==> src/rtl/control.sv <==
`default_nettype none
// ============================================================================
// Module   : control
// Purpose  : Moore control FSM for the LC-3b multicycle datapath. Sequences
//            fetch / decode / execute for ADD, AND, NOT, BR, LDR and STR,
//            drives every datapath mux select, register load and ALU op, and
//            runs the memory request/response handshake.
// Ports    : clk            - system clock, rising-edge active
//            reset          - asynchronous active-high reset (to FETCH1)
//            opcode         - IR[15:12] from the datapath
//            branch_enable  - NZP compare result from the datapath
//            mem_resp       - memory completed current read/write
//            *_sel          - datapath mux selects
//            load_*         - datapath register load enables
//            aluop          - ALU operation (add/and/not/pass)
//            mem_read/write - memory request strobes
//            instret        - retired-instruction counter (optional)
// Options  : CONTROL_PERF_CNT_EN - adds the 32-bit instret counter/port.
// Revision : 1.0 - initial release
// ============================================================================
module control (
  input  logic       clk,
  input  logic       reset,
  input  logic [3:0] opcode,
  input  logic       branch_enable,
  input  logic       mem_resp,
  output logic       pcmux_sel,
  output logic       storemux_sel,
  output logic       alumux_sel,
  output logic       marmux_sel,
  output logic       mdrmux_sel,
  output logic       regfilemux_sel,
  output logic       load_pc,
  output logic       load_cc,
  output logic       load_ir,
  output logic       load_mar,
  output logic       load_mdr,
  output logic       load_regfile,
  output logic [2:0] aluop,
  output logic       mem_read,
  output logic       mem_write
`ifdef CONTROL_PERF_CNT_EN
  ,
  output logic [31:0] instret
`endif
);

  // LC-3b opcode field encodings that this controller recognises
  localparam logic [3:0] OP_BR  = 4'b0000;
  localparam logic [3:0] OP_ADD = 4'b0001;
  localparam logic [3:0] OP_AND = 4'b0101;
  localparam logic [3:0] OP_LDR = 4'b0110;
  localparam logic [3:0] OP_STR = 4'b0111;
  localparam logic [3:0] OP_NOT = 4'b1001;

  // ALU operation encodings
  localparam logic [2:0] ALU_ADD  = 3'd0;
  localparam logic [2:0] ALU_AND  = 3'd1;
  localparam logic [2:0] ALU_NOT  = 3'd2;
  localparam logic [2:0] ALU_PASS = 3'd3;

  typedef enum logic [3:0] {
    FETCH1    = 4'd0,
    FETCH2    = 4'd1,
    FETCH3    = 4'd2,
    DECODE    = 4'd3,
    S_ADD     = 4'd4,
    S_AND     = 4'd5,
    S_NOT     = 4'd6,
    BR        = 4'd7,
    BR_TAKEN  = 4'd8,
    CALC_ADDR = 4'd9,
    LDR1      = 4'd10,
    LDR2      = 4'd11,
    STR1      = 4'd12,
    STR2      = 4'd13
  } state_t;

  state_t state_q, state_d;

  // State register
  always_ff @(posedge clk or posedge reset) begin
    if (reset) state_q <= FETCH1;
    else       state_q <= state_d;
  end

  // Next-state logic
  always_comb begin
    state_d = state_q;
    unique case (state_q)
      FETCH1: state_d = FETCH2;
      FETCH2: if (mem_resp) state_d = FETCH3;
      FETCH3: state_d = DECODE;
      DECODE: begin
        case (opcode)
          OP_ADD:         state_d = S_ADD;
          OP_AND:         state_d = S_AND;
          OP_NOT:         state_d = S_NOT;
          OP_BR:          state_d = BR;
          OP_LDR, OP_STR: state_d = CALC_ADDR;
          default:        state_d = FETCH1;  // unsupported opcode runs as NOP
        endcase
      end
      S_ADD, S_AND, S_NOT: state_d = FETCH1;
      BR:        state_d = branch_enable ? BR_TAKEN : FETCH1;
      BR_TAKEN:  state_d = FETCH1;
      // opcode is still held in IR, so it selects load vs store here
      CALC_ADDR: state_d = (opcode == OP_LDR) ? LDR1 : STR1;
      LDR1:      if (mem_resp) state_d = LDR2;
      LDR2:      state_d = FETCH1;
      STR1:      state_d = STR2;
      STR2:      if (mem_resp) state_d = FETCH1;
      default:   state_d = FETCH1;
    endcase
  end

  // Moore output decode. Reset gates everything to zero combinationally so
  // memory strobes drop in the same cycle reset is raised.
  always_comb begin
    pcmux_sel      = 1'b0;
    storemux_sel   = 1'b0;
    alumux_sel     = 1'b0;
    marmux_sel     = 1'b0;
    mdrmux_sel     = 1'b0;
    regfilemux_sel = 1'b0;
    load_pc        = 1'b0;
    load_cc        = 1'b0;
    load_ir        = 1'b0;
    load_mar       = 1'b0;
    load_mdr       = 1'b0;
    load_regfile   = 1'b0;
    aluop          = ALU_ADD;
    mem_read       = 1'b0;
    mem_write      = 1'b0;
    if (!reset) begin
      unique case (state_q)
        FETCH1: begin
          marmux_sel = 1'b1;  // MAR <- PC
          load_mar   = 1'b1;
          load_pc    = 1'b1;  // PC <- PC + 2
        end
        FETCH2, LDR1: begin
          mem_read   = 1'b1;
          mdrmux_sel = 1'b1;
          load_mdr   = 1'b1;
        end
        FETCH3: load_ir = 1'b1;
        S_ADD, S_AND, S_NOT: begin
          load_regfile = 1'b1;
          load_cc      = 1'b1;
          if (state_q == S_AND)      aluop = ALU_AND;
          else if (state_q == S_NOT) aluop = ALU_NOT;
          else                       aluop = ALU_ADD;
        end
        BR_TAKEN: begin
          pcmux_sel = 1'b1;
          load_pc   = 1'b1;
        end
        CALC_ADDR: begin
          alumux_sel = 1'b1;  // base + offset6
          load_mar   = 1'b1;
        end
        LDR2: begin
          regfilemux_sel = 1'b1;
          load_regfile   = 1'b1;
          load_cc        = 1'b1;
        end
        STR1: begin
          storemux_sel = 1'b1;  // read SR onto the ALU A input
          aluop        = ALU_PASS;
          load_mdr     = 1'b1;
        end
        STR2: mem_write = 1'b1;
        default: ;
      endcase
    end
  end

`ifdef CONTROL_PERF_CNT_EN
  logic [31:0] instret_q;

  // Every instruction, legal or not, passes through DECODE exactly once.
  always_ff @(posedge clk or posedge reset) begin
    if (reset)                 instret_q <= 32'd0;
    else if (state_q == DECODE) instret_q <= instret_q + 32'd1;
  end

  assign instret = instret_q;
`endif

endmodule
`default_nettype wire

==> config.mk <==
export PLATFORM = sky130hd
export DESIGN_NAME = control
export DESIGN_NICKNAME = d
export VERILOG_FILES = /design/src/rtl/control.sv
export SDC_FILE = /design/constraint.sdc
export NUM_CORES = 1
export LEC_CHECK = 0
export CAP_MARGIN = 20
export CORE_MARGIN = 3
export CORE_UTILIZATION = 41
export CTS_CLUSTER_DIAMETER = 80
export DETAILED_ROUTE_END_ITERATION = 12
export PLACE_DENSITY = 0.76
export SYNTH_ARGS = -nofsm -noshare
export SYNTH_HDL_FRONTEND = slang
export SYNTH_SLANG_ARGS = --single-unit
export TNS_END_PERCENT = 50
==> constraint.sdc <==
create_clock -name clk -period 2.05 [get_ports clk]
set_clock_uncertainty 0.05 [all_clocks]
set_input_delay 0.5125 -clock clk [delete_from_list [all_inputs] [get_ports clk]]
set_output_delay 0.5125 -clock clk [all_outputs]
set_load 0.05 [all_outputs]
==> results of run 1 <==
==> cell families after synthesis <==
kind of cell	count (synthesis)	share of synthesized area, %
flip-flops	4	17.4
other	1	0.653
AO/OA/AOI/OAI	20	25.1
XOR/XNOR	3	4.58
AND/OR/NAND/NOR	35	37.0
buffers and inverters	13	15.2
==> what timing repair did <==
item,CTS
hold buffers,0
pin swaps,5
gates resized for setup,13
endpoints found under the setup margin,16
gates cloned,0
==> stage by stage <==
step / TNS (ns) / hold slack (ns) / area (sq um) / util (%) / cells
CTS: -0.541 / 0.433 / 1140 / 94.7 / 122
detailed placement: -1.77 / 0.625 / 1070 / 88.8 / 119
global placement: -1.49 / 0.580 / 1070 / 88.8 / 119
floorplan: -2.23 / 0.245 / 618 / - / 76
==> results.yml, run 1 <==
clock_tree:
  cts_buffers: 3
  cts_buffer_depth: 2
  cts_setup_buffers: 0
  clockRootBuffer: "clkbuf_4"
  clock-sinks: 4
  htree_num_levels: 1
placement:
  pre_cts_ws_ns: -0.176
  io_buffers: 23
  gp_congestion: 0.796
  dpl.hpwl_um: 1610
floorplanning:
  rows: 12
  start_util_pct: 47.8
  io-pin-count: 25
  die_h_um: 43.4
  die_x_um: 43.4
synth:
  ys.flop_type: "dfrtp_1"
  synth.distinct_cells: 33
  synth_nets: 84
  synthArstFlopShare_pct: 100
  synth.avg_cell_area_sq_um: 7.56
  syn_area_sq_um: 574
  synth_top_area_cell: "dfrtp_1"
  yosys.area.top_type_share_pct: 17.4
  synth-edff-count: 0
  synth-seq-cells: 4
  synth_area_leaders: "dfrtp_1 17%, nor3_1 6.1%, buf_6 5.9%, nand2b_4 4.8%, nand2_1 4.6%"
  synthCells: 76
  synth_seq_area_share_pct: 17.4
  synthTopCellsByCount: "7 x nand2_1, 7 x nor3_1, 5 x nor2_1"
  yosysWarnings: 0
outcome:
  error: "[ERROR DPL-0033] detailed placement checks failed during check placement."
  lastStage: "global routing (5_1_grt)"
  status: "stopped before the end"
sta:
  worst_endpoint: "mdrmux_sel"
  timing.repair.worst_endpoint_type: "top-level output"
global_route:
  grt_max_degree: 15
  antenna_found_initial: 0
==> run 2: changes to the inputs <==
--- a/config.mk
+++ b/config.mk
@@ -6,11 +6,10 @@
 export NUM_CORES = 1
 export LEC_CHECK = 0
 export CAP_MARGIN = 20
-export CORE_MARGIN = 3
-export CORE_UTILIZATION = 41
-export CTS_CLUSTER_DIAMETER = 80
+export CORE_AREA = 3 3 64 66
 export DETAILED_ROUTE_END_ITERATION = 12
-export PLACE_DENSITY = 0.76
+export DIE_AREA = 0 0 67 69
+export PLACE_DENSITY_LB_ADDON = 0.15
 export SYNTH_ARGS = -nofsm -noshare
 export SYNTH_HDL_FRONTEND = slang
 export SYNTH_SLANG_ARGS = --single-unit
==> run 2 against run 1 <==
- the flow now finishes, with violations (negative setup slack)
- synthesized area unchanged
- synthesized cell count is the same
==> results.yml, run 2 <==
critical_path:
  cp_cell_sequence: "or3b_4, a211oi_4, buf_12"
  reg2reg_depth: 6
  critPathKind: "flop to output pin"
  crit_arrival_ns: 1.55
  start_kind: "flop"
  setup.worst_path.end_class: "output pin"
  slowest_delay_ns: 0.42
  cp_data_required_time_ns: 1.49
  slowest_stage: "dfrtp_2"
  cp_max_fo: 5
sta:
  fin_crit_ns: 2.12
  fin_tns_setup_ns: -0.194
  fin_crit_sh_pct: 103
  max_freq_ghz: 0.473
  hold_viol_final: 0
  slew_viol_final: 0
  setup_viol: 4
  rsz0062_at_grt: "true"
  fin_ws_ns: -0.0663
clock_tree:
  hold_buffers: 0
  clock-sinks: 4
  cts_buffer_depth: 2
  cts_buffers: 3
  htree_num_levels: 1
  path_clk_slew_ns: 0.03
  cts_tree: "yes"
  clkLatencyLatePin_ns: 0.22
  clockRootBuffer: "clkbuf_8"
floorplanning:
  coreArea_sq_um: 3630
  rows: 22
  io-pin-count: 25
  die_h_um: 69
  die_area_sq_um: 4620
  start_util_pct: 15.8
  die_x_um: 67
global_route:
  grt_first_pass_wirelength_um: 3260
  grt_pass1_vias: 693
  antenna_found_initial: 0
  grt_overflow: 0
  grt_max_degree: 15
  track_usage_pct: 8.83
synth:
  synth-seq-cells: 4
  synth_seq_area_share_pct: 17.4
  synth_nets: 84
  synth-edff-count: 0
  synthCells: 76
  synthTopCellsByCount: "7 x nand2_1, 7 x nor3_1, 5 x nor2_1"
  ys.flop_type: "dfrtp_1"
  yosys.area.top_type_share_pct: 17.4
  synth_area_leaders: "dfrtp_1 17%, nor3_1 6.1%, buf_6 5.9%, nand2b_4 4.8%, nand2_1 4.6%"
  yosysWarnings: 0
  synth.avg_cell_area_sq_um: 7.56
  synth_top_area_cell: "dfrtp_1"
  syn_area_sq_um: 574
  synthArstFlopShare_pct: 100
  synth.distinct_cells: 33
cells_and_area:
  antenna_cells: 0
  area_growth_pct: 116
  final_common_cell: "buf_12"
  mostFrequentLayoutCells: "16 x buf_12, 14 x buf_4, 6 x clkdlybuf4s50_1"
  reg_top3: "state_q (4)"
  nets: 121
  top_register: "state_q"
  largest_reg_flops: 4
  stdcell_count: 159
  drive_gt1_share_pct: 51.4
pwr:
  p_per_area_nw_per_um2: 1310
  irDropWorstVdd_mv: 0.420
  total_leakage_power_nw: 0.460
min_path:
  hold_class: "primary input to asynchronous set/reset pin"
detailed_routing:
  num_vias: 701
  routed_via_density: 4.41
  dr.pass1.iters: 4
  drt_iter0_markers: 6
  final_antenna_net_count: 0
  wl_um: 2010
  route.detailed.drc: 0
  wl_per_cell_um: 12.6
outcome:
  status: "complete, but fails checks"
  violations: "negative setup slack"
placement:
  io_buffers: 23
  dpl.hpwl_um: 1480
  dp_cells: 151
  gp_congestion: 0.802
flow_run:
  cap_violations: 0
[run 2: cell counts after synthesis]
Identical to the previous run, type by type.
[run 2: layer usage]
layer | vias to the layer above | part of all wire, % | global-route usage (%)
met5 | - | 0 | 0
met4 | 0 | 1.3 | 5.41
met3 | 2 | 3.9 | 1.30
met2 | 21 | 50 | 13.8
met1 | 327 | 45 | 11.1
li1 | 351 | - | -
[run 2: power by group]
part | total [W] | leakage (nW) | switching [W] | internal (W)
Combinational | 0.00132 | 0.388 | 0.000710 | 0.000612
Sequential | 0.000144 | 0.0498 | 0.0000287 | 0.000115
Clock | 0.000166 | 0.0216 | 0.0000410 | 0.000125
Total | 0.00163 | 0.460 | 0.000780 | 0.000852
[run 2: repair_timing]
action / 4_1_cts / 5_1_grt
setup endpoints to repair: 16 / 11
cloned: 0 / 0
resized for setup: 14 / 6
pin swaps: 5 / 2
setup buffers: 0 / 5
[run 2: cell type report]
cell class / instances / area [sq um]
clock buffer: 3 / 41.3
fill: 389 / 2390
inverter: 3 / 15.0
multi-input combinational: 59 / 473
sequential: 4 / 101
tap: 48 / 60.1
timing repair buffer: 42 / 551
[run 2: cell families after synthesis]
logic type / share of synthesized area, %
compound gates: 25.1
buf+inv: 15.2
other cells: 0.653
flops: 17.4
simple gates: 37.0
xor+xnor: 4.58
[run 2: critical path, delay by kind of cell, from the launching register on]
| kind | cells | cell delay, ns |
|---|---|---|
| flops | 1 | 0.42 |
| simple gates | 1 | 0.40 |
| compound gates | 1 | 0.33 |
| buf+inv | 1 | 0.18 |
[run 2: worst paths after layout]
kind / slack [ns] / from / to
setup / recovery: -0.07 / state_q[1] / mem_read
hold / removal: 0.46 / reset / state_q[0]
setup reg to reg: 0.44 / state_q[3] / state_q[1]
hold reg to reg: 0.60 / state_q[2] / state_q[1]
max in group asynchronous: 1.38 / reset / state_q[1]
min in group clk: 0.60 / state_q[2] / state_q[1]
[run 2: metrics by stage]
| stage | total power, W | setup WS [ns] | utilization, % | instance area (sq um) | hold WS, ns |
|---|---|---|---|---|---|
| after floorplan | 0.000907 | -0.349 | - | 618 | 0.245 |
| after global placement | 0.00132 | -0.180 | 30.1 | 1090 | 0.569 |
| after detailed placement | 0.00132 | -0.172 | 30.1 | 1090 | 0.565 |
| after CTS | 0.00156 | -0.0744 | 32.6 | 1180 | 0.438 |
| after global routing | 0.00173 | -0.121 | 34.2 | 1240 | 0.471 |
| final | 0.00163 | -0.0663 | 34.2 | 1240 | 0.456 |
No activity file was read; power rests on OpenSTA's default activity.
==> RTL edit 1, RTL diff (settings of run 2) <==
Add an input register stage for `opcode`, `branch_enable` and `mem_resp`, cleared by the reset; this delays them by one clock.
--- a/src/rtl/control.sv
+++ b/src/rtl/control.sv
@@ -77,4 +77,20 @@
   } state_t;
 
+  logic [3:0] opcode_q;
+  logic branch_enable_q;
+  logic mem_resp_q;
+
+  always_ff @(posedge clk or posedge reset) begin
+    if (reset) begin
+      opcode_q        <= '0;
+      branch_enable_q <= '0;
+      mem_resp_q      <= '0;
+    end else begin
+      opcode_q        <= opcode;
+      branch_enable_q <= branch_enable;
+      mem_resp_q      <= mem_resp;
+    end
+  end
+
   state_t state_q, state_d;
 
@@ -90,8 +106,8 @@
     unique case (state_q)
       FETCH1: state_d = FETCH2;
-      FETCH2: if (mem_resp) state_d = FETCH3;
+      FETCH2: if (mem_resp_q) state_d = FETCH3;
       FETCH3: state_d = DECODE;
       DECODE: begin
-        case (opcode)
+        case (opcode_q)
           OP_ADD:         state_d = S_ADD;
           OP_AND:         state_d = S_AND;
@@ -103,12 +119,12 @@
       end
       S_ADD, S_AND, S_NOT: state_d = FETCH1;
-      BR:        state_d = branch_enable ? BR_TAKEN : FETCH1;
+      BR:        state_d = branch_enable_q ? BR_TAKEN : FETCH1;
       BR_TAKEN:  state_d = FETCH1;
       // opcode is still held in IR, so it selects load vs store here
-      CALC_ADDR: state_d = (opcode == OP_LDR) ? LDR1 : STR1;
-      LDR1:      if (mem_resp) state_d = LDR2;
+      CALC_ADDR: state_d = (opcode_q == OP_LDR) ? LDR1 : STR1;
+      LDR1:      if (mem_resp_q) state_d = LDR2;
       LDR2:      state_d = FETCH1;
       STR1:      state_d = STR2;
-      STR2:      if (mem_resp) state_d = FETCH1;
+      STR2:      if (mem_resp_q) state_d = FETCH1;
       default:   state_d = FETCH1;
     endcase
Behaviour: not the same (Yosys sat finds a counterexample within 4 cycles, from zero or initial values and one cycle with reset high).
==> RTL edit 1 against run 2 <==
- the run still ends with setup timing left
- cell area up 15%
- area after synthesis up 19%
- hold slack worse by 0.18 ns
- cell count increased by 9.4%
- power rose by 12%
- largest power group unchanged
- synthesized cell count grew 6.6%
- routed wire length rose by 2.4%
- global-route usage up 0.67 points
- critical path depth up 1
- via count is 4.4% higher
- critical endpoint is now aluop[1]
- setup slack improved by 0.055 ns
- sequential cell count up 6
==> RTL edit 1: results (changes against run 2) <==
[yosys]
synthTopCellsByCount=10 x dfrtp_1, 10 x nor2_1, 6 x buf_2, 6 x nand2_1, 5 x a21oi_1
synth_xor_area_share_pct=2.559  ; -2.0 points
ys_seq_area_share_pct=36.56  ; +19 points
synth-compound-area-share_pct=21.76  ; -3.3 points
synthAdderAreaFrac_pct=0  ; unchanged
syn_nets=89  ; +6.0%
synth.distinct_cells=36  ; +9.1%
synthTopCellsByArea=dfrtp_1 37%, nor2_1 5.5%, buf_2 4.4%

[global_route]
grt_use_met2_pct=16.59  ; +2.8 points
gr-usage-met1_pct=10.91  ; -0.23 points
grt_use_total_pct=9.499  ; +0.67 points
grt_max_degree=11  ; -4
grt_pass1_wl_um=3415  ; +4.9%
grt_util_met3_pct=2.280  ; +0.98 points

[clock_tree]
cts_repair_resize_count=12  ; -2
cts_inserted_buffers=3  ; unchanged
clk_pin_slew_ns=0.05  ; +0.02 ns
htree_levels=1  ; unchanged
clockBufferDepth=2  ; unchanged
cts_post_setup_buffers_inserted=4  ; +4

[placement]
dp_hpwl_um=1514  ; +2.5%
pre_cts_slack_ns=-0.2904  ; -0.1183 ns
place.gp.congestion=0.7294  ; -9.1%

[timing]
finalSetupViolCount=1  ; -3
setup_ws_ns=-0.01111  ; +0.05517 ns

[outcome]
failed_checks=setup timing
status=finished with violations

[drt]
drt-initial-drc-count=29  ; +23
wl_met2_um=1025  ; +2.0%
vias=732  ; +4.4%
wl_met1_um=874  ; -2.2%
drt-wirelength-per-cell_um=11.80  ; -6.4%
wl_met3_um=131  ; +66%
dr.pass1.iters=4  ; unchanged

[worst_setup_path]
critPathArrivalTime_ns=1.50  ; -0.05 ns
crit_fanout=7  ; +2

[worst_hold_path]
worstHoldPathType=input port to async pin

[layout]
drive_gt1_share_pct=57.94  ; +6.6 points
final_nets=135  ; +12%
top_regs=opcode_q x4, state_q x4

[pwr]
p_leak_nw=0.5756  ; +25%
peakVddDrop_uv=459.5  ; +9.4%

-- RTL edit 1: report_power, final --
group | switching [W] | internal [W] | total, W
clock | 0.0000748 | 0.000169 | 0.000243
combinational | 0.000656 | 0.000611 | 0.00127
sequential | 0.0000772 | 0.000242 | 0.000320
-- RTL edit 1: final cells by class --
class	instances	area [um2]
Clock buffer	4	55.05
Fill cell	391	2210
Inverter	3	15.01
Multi-Input combinational cell	59	500.5
Sequential cell	10	255.2
Tap cell	48	60.06
Timing Repair Buffer	50	538.0
-- RTL edit 1: per-stage QoR --
stage | util [%] | setup TNS (ns) | instance area (um2) | cells | hold slack [ns]
2_1_floorplan | - | -0.9859 | 790.8 | 81 | 0.2614
3_3_place_gp | 33.47 | -3.425 | 1216 | 160 | 0.5740
3_5_place_dp | 33.47 | -3.369 | 1216 | 160 | 0.5612
4_1_cts | 36.98 | -0.1264 | 1344 | 168 | 0.4102
5_1_grt | 39.19 | -0.6007 | 1424 | 174 | 0.2981
6_report | 39.19 | -0.01111 | 1424 | 174 | 0.2716
-- RTL edit 1: worst max-delay path, cell delays in order (launching register included) --
cell and delay (ns):
dfrtp_2 0.44, nand2b_2 0.23, a2111oi_4 0.30, buf_4 0.17, buf_12 0.12
-- RTL edit 1: final timing paths --
path,from,end,slack (ns),cells past startpoint
max in group asynchronous,reset,state_q[2]$_DFFE_PP0P_,1.52,3
min in group clk,branch_enable_q$_DFF_PP0_,state_q[3]$_DFFE_PP0P_,0.55,2
max,state_q[1]$_DFFE_PP0P_,aluop[1],-0.01,4
min reg2reg,branch_enable_q$_DFF_PP0_,state_q[3]$_DFFE_PP0P_,0.55,2
max reg2reg,state_q[3]$_DFFE_PP0P_,state_q[1]$_DFFE_PP0P_,0.56,5
min,reset,opcode_q[3]$_DFF_PP0_,0.27,3
==> RTL edit 2, RTL diff (config.mk and constraints of run 2) <==
Without the edit above. Register the output `load_regfile`, cleared by the reset; this adds one clock of latency there. The other outputs are not delayed to match.
--- a/src/rtl/control.sv
+++ b/src/rtl/control.sv
@@ -77,4 +77,6 @@
   } state_t;
 
+  logic load_regfile_d;
+
   state_t state_q, state_d;
 
@@ -129,5 +131,5 @@
     load_mar       = 1'b0;
     load_mdr       = 1'b0;
-    load_regfile   = 1'b0;
+    load_regfile_d = 1'b0;
     aluop          = ALU_ADD;
     mem_read       = 1'b0;
@@ -147,5 +149,5 @@
         FETCH3: load_ir = 1'b1;
         S_ADD, S_AND, S_NOT: begin
-          load_regfile = 1'b1;
+          load_regfile_d = 1'b1;
           load_cc      = 1'b1;
           if (state_q == S_AND)      aluop = ALU_AND;
@@ -163,5 +165,5 @@
         LDR2: begin
           regfilemux_sel = 1'b1;
-          load_regfile   = 1'b1;
+          load_regfile_d = 1'b1;
           load_cc        = 1'b1;
         end
@@ -189,4 +191,12 @@
 `endif
 
+  always_ff @(posedge clk or posedge reset) begin
+    if (reset) begin
+      load_regfile <= '0;
+    end else begin
+      load_regfile <= load_regfile_d;
+    end
+  end
+
 endmodule
 `default_nettype wire
Function: changed (a bounded check fails within 10 cycles, from zero or initial values and one cycle with reset high).
==> RTL edit 2 against run 2 <==
- the run still ends with setup timing left
- die area stayed put
- power is 1.1% higher
- critical path depth is 2 higher
- utilization is 0.34 points higher
- cell area is 1.0% higher
- sequential cell count is 1 higher
- routed wire length is 9.6% lower
- setup slack better by 0.046 ns
- global-route usage is 0.48 points lower
- area after synthesis is 1.5% higher
- first-iteration DRC count is 100% higher
- largest power group unchanged
==> RTL edit 2: results (changes against run 2) <==
[outcome]
status=finished with violations
failed_checks=setup timing

[drt]
dr.pass1.iters=3  ; -1
vias=670  ; -4.4%
drt-wirelength-per-cell_um=10.99  ; -13%
drt-initial-drc-count=12  ; +6
via_per_inst=4.061  ; -7.9%

[global_route]
grt_pass1_vias=654  ; -5.6%
grt_max_degree=12  ; -3
grt_use_total_pct=8.358  ; -0.48 points
grt_pass1_wl_um=3029  ; -7.0%

[layout]
clockBufferCount=4  ; +1
buffers_excl_clock=45  ; +7.1%
fillCellCount=376  ; -3.3%
multi_input_area_share_pct=37.62  ; -0.48 points
final_nets=126  ; +4.1%
nonClkBufAreaFrac_pct=43.51  ; -0.84 points
clk_share_pct=3.593  ; +0.27 points
regArea_um2=127.6  ; +26%
top_regs=state_q x4, load_regfile x1
multi_input_gates=62  ; +5.1%
inverters=1  ; -2
drive_gt1_share_pct=52.14  ; +0.79 points

[worst_setup_path]
cp_top_family=simple AND/OR/NAND/NOR gates
cp_slowest_cell=dfrtp_2
critPathArrivalTime_ns=1.51  ; -0.04 ns
worstReg2RegStart=state_q[1]$_DFFE_PP0P_
crit_path_max_incr_delay_ns=0.44  ; +0.02 ns
path_class=register to output port

[yosys]
synthTopCellsByArea=dfrtp_1 21%, buf_4 7.7%, nand2_1 5.8%
synth.distinct_cells=35  ; +6.1%
async_reset_ff_share_pct=100.0  ; unchanged
ys_seq_area_share_pct=21.46  ; +4.0 points
synth-seq-cells=5  ; +1
synthTopCellsByCount=9 x nand2_1, 9 x nor2_1, 6 x buf_4, 6 x nor3_1, 5 x dfrtp_1

[pwr]
power.switching_w=0.0007541  ; -3.3%
peakVddDrop_uv=310.5  ; -26%
clockPowerShare_pct=10.9  ; +0.7 points
p_leak_nw=0.5182  ; +13%
power_frac_seq_pct=11.2  ; +2.4 points

[clock_tree]
clockBufferDepth=2  ; unchanged
clk_pin_slew_ns=0.04

[placement]
place.gp.congestion=0.6909  ; -14%
dp_hpwl_um=1533  ; +3.7%
placed_cells=157  ; +4.0%
pre_cts_slack_ns=-0.2671  ; -0.09496 ns

[timing]
finalSetupViolCount=3  ; -1
fin_tns_setup_ns=-0.04455  ; +0.1492 ns
setup_ws_ns=-0.02013  ; +0.04615 ns

[worst_hold_path]
worstHoldPathType=input port to async pin

-- RTL edit 2: cell types whose count changed after synthesis, moves of 3 or more --
cell / run 2 / this run
buf_6: 3 / 0
nor2_1: 5 / 9
buf_4: 3 / 6
or3_1: 4 / 1
-- RTL edit 2: metal layers --
layer  GRT usage, %  vias to the layer above  wire length [um]  part of all wire [%]
met4          2.703                        0                 8                  0.44
met2          14.41                       23               946                    52
li1               -                      344                 -                     -
met5              0                        -                 0                     0
met3          1.629                        2               103                   5.7
met1          10.11                      301               756                    42
-- RTL edit 2: final timing paths --
check	to	slack, ns	cells past startpoint
max reg2reg	state_q[3]$_DFFE_PP0P_	0.64	5
max	load_mdr	-0.02	5
max in group asynchronous	state_q[1]$_DFFE_PP0P_	1.56	3
min in group clk	state_q[1]$_DFFE_PP0P_	0.59	2
min	load_regfile$_DFF_PP0_	0.26	3
min reg2reg	state_q[1]$_DFFE_PP0P_	0.59	2
-- RTL edit 2: through the flow --
stage	instance area (um2)	power, W	utilization, %	hold WS, ns
after floorplan	636.9	0.0009057	-	0.4418
after global placement	1155	0.001373	31.78	0.6549
after detailed placement	1155	0.001377	31.78	0.6418
after CTS	1216	0.001603	33.47	0.2634
after global routing	1254	0.001754	34.50	0.2918
final	1254	0.001650	34.50	0.2647
-- RTL edit 2: cells by family (layout without fill, tap and decap cells) --
kind of cell              after synthesis  in the layout  synth area share, %
AOI/OAI and AO/OA                      13             13                14.38
xor gates and xnor gates                4              4                6.010
buffers and inverters                   9             50                10.08
DFF                                     5              5                21.46
muxes                                   1              1                2.574
other                                   1              1               0.6432
and+or+nand+nor                        43             43                44.85
-- RTL edit 2: timing repair --
item / 4_1_cts / 5_1_grt
pin swaps: 4 / 2
gates resized for setup: 7 / 4
setup buffers: 1 / 3
setup endpoints to repair: 15 / 9
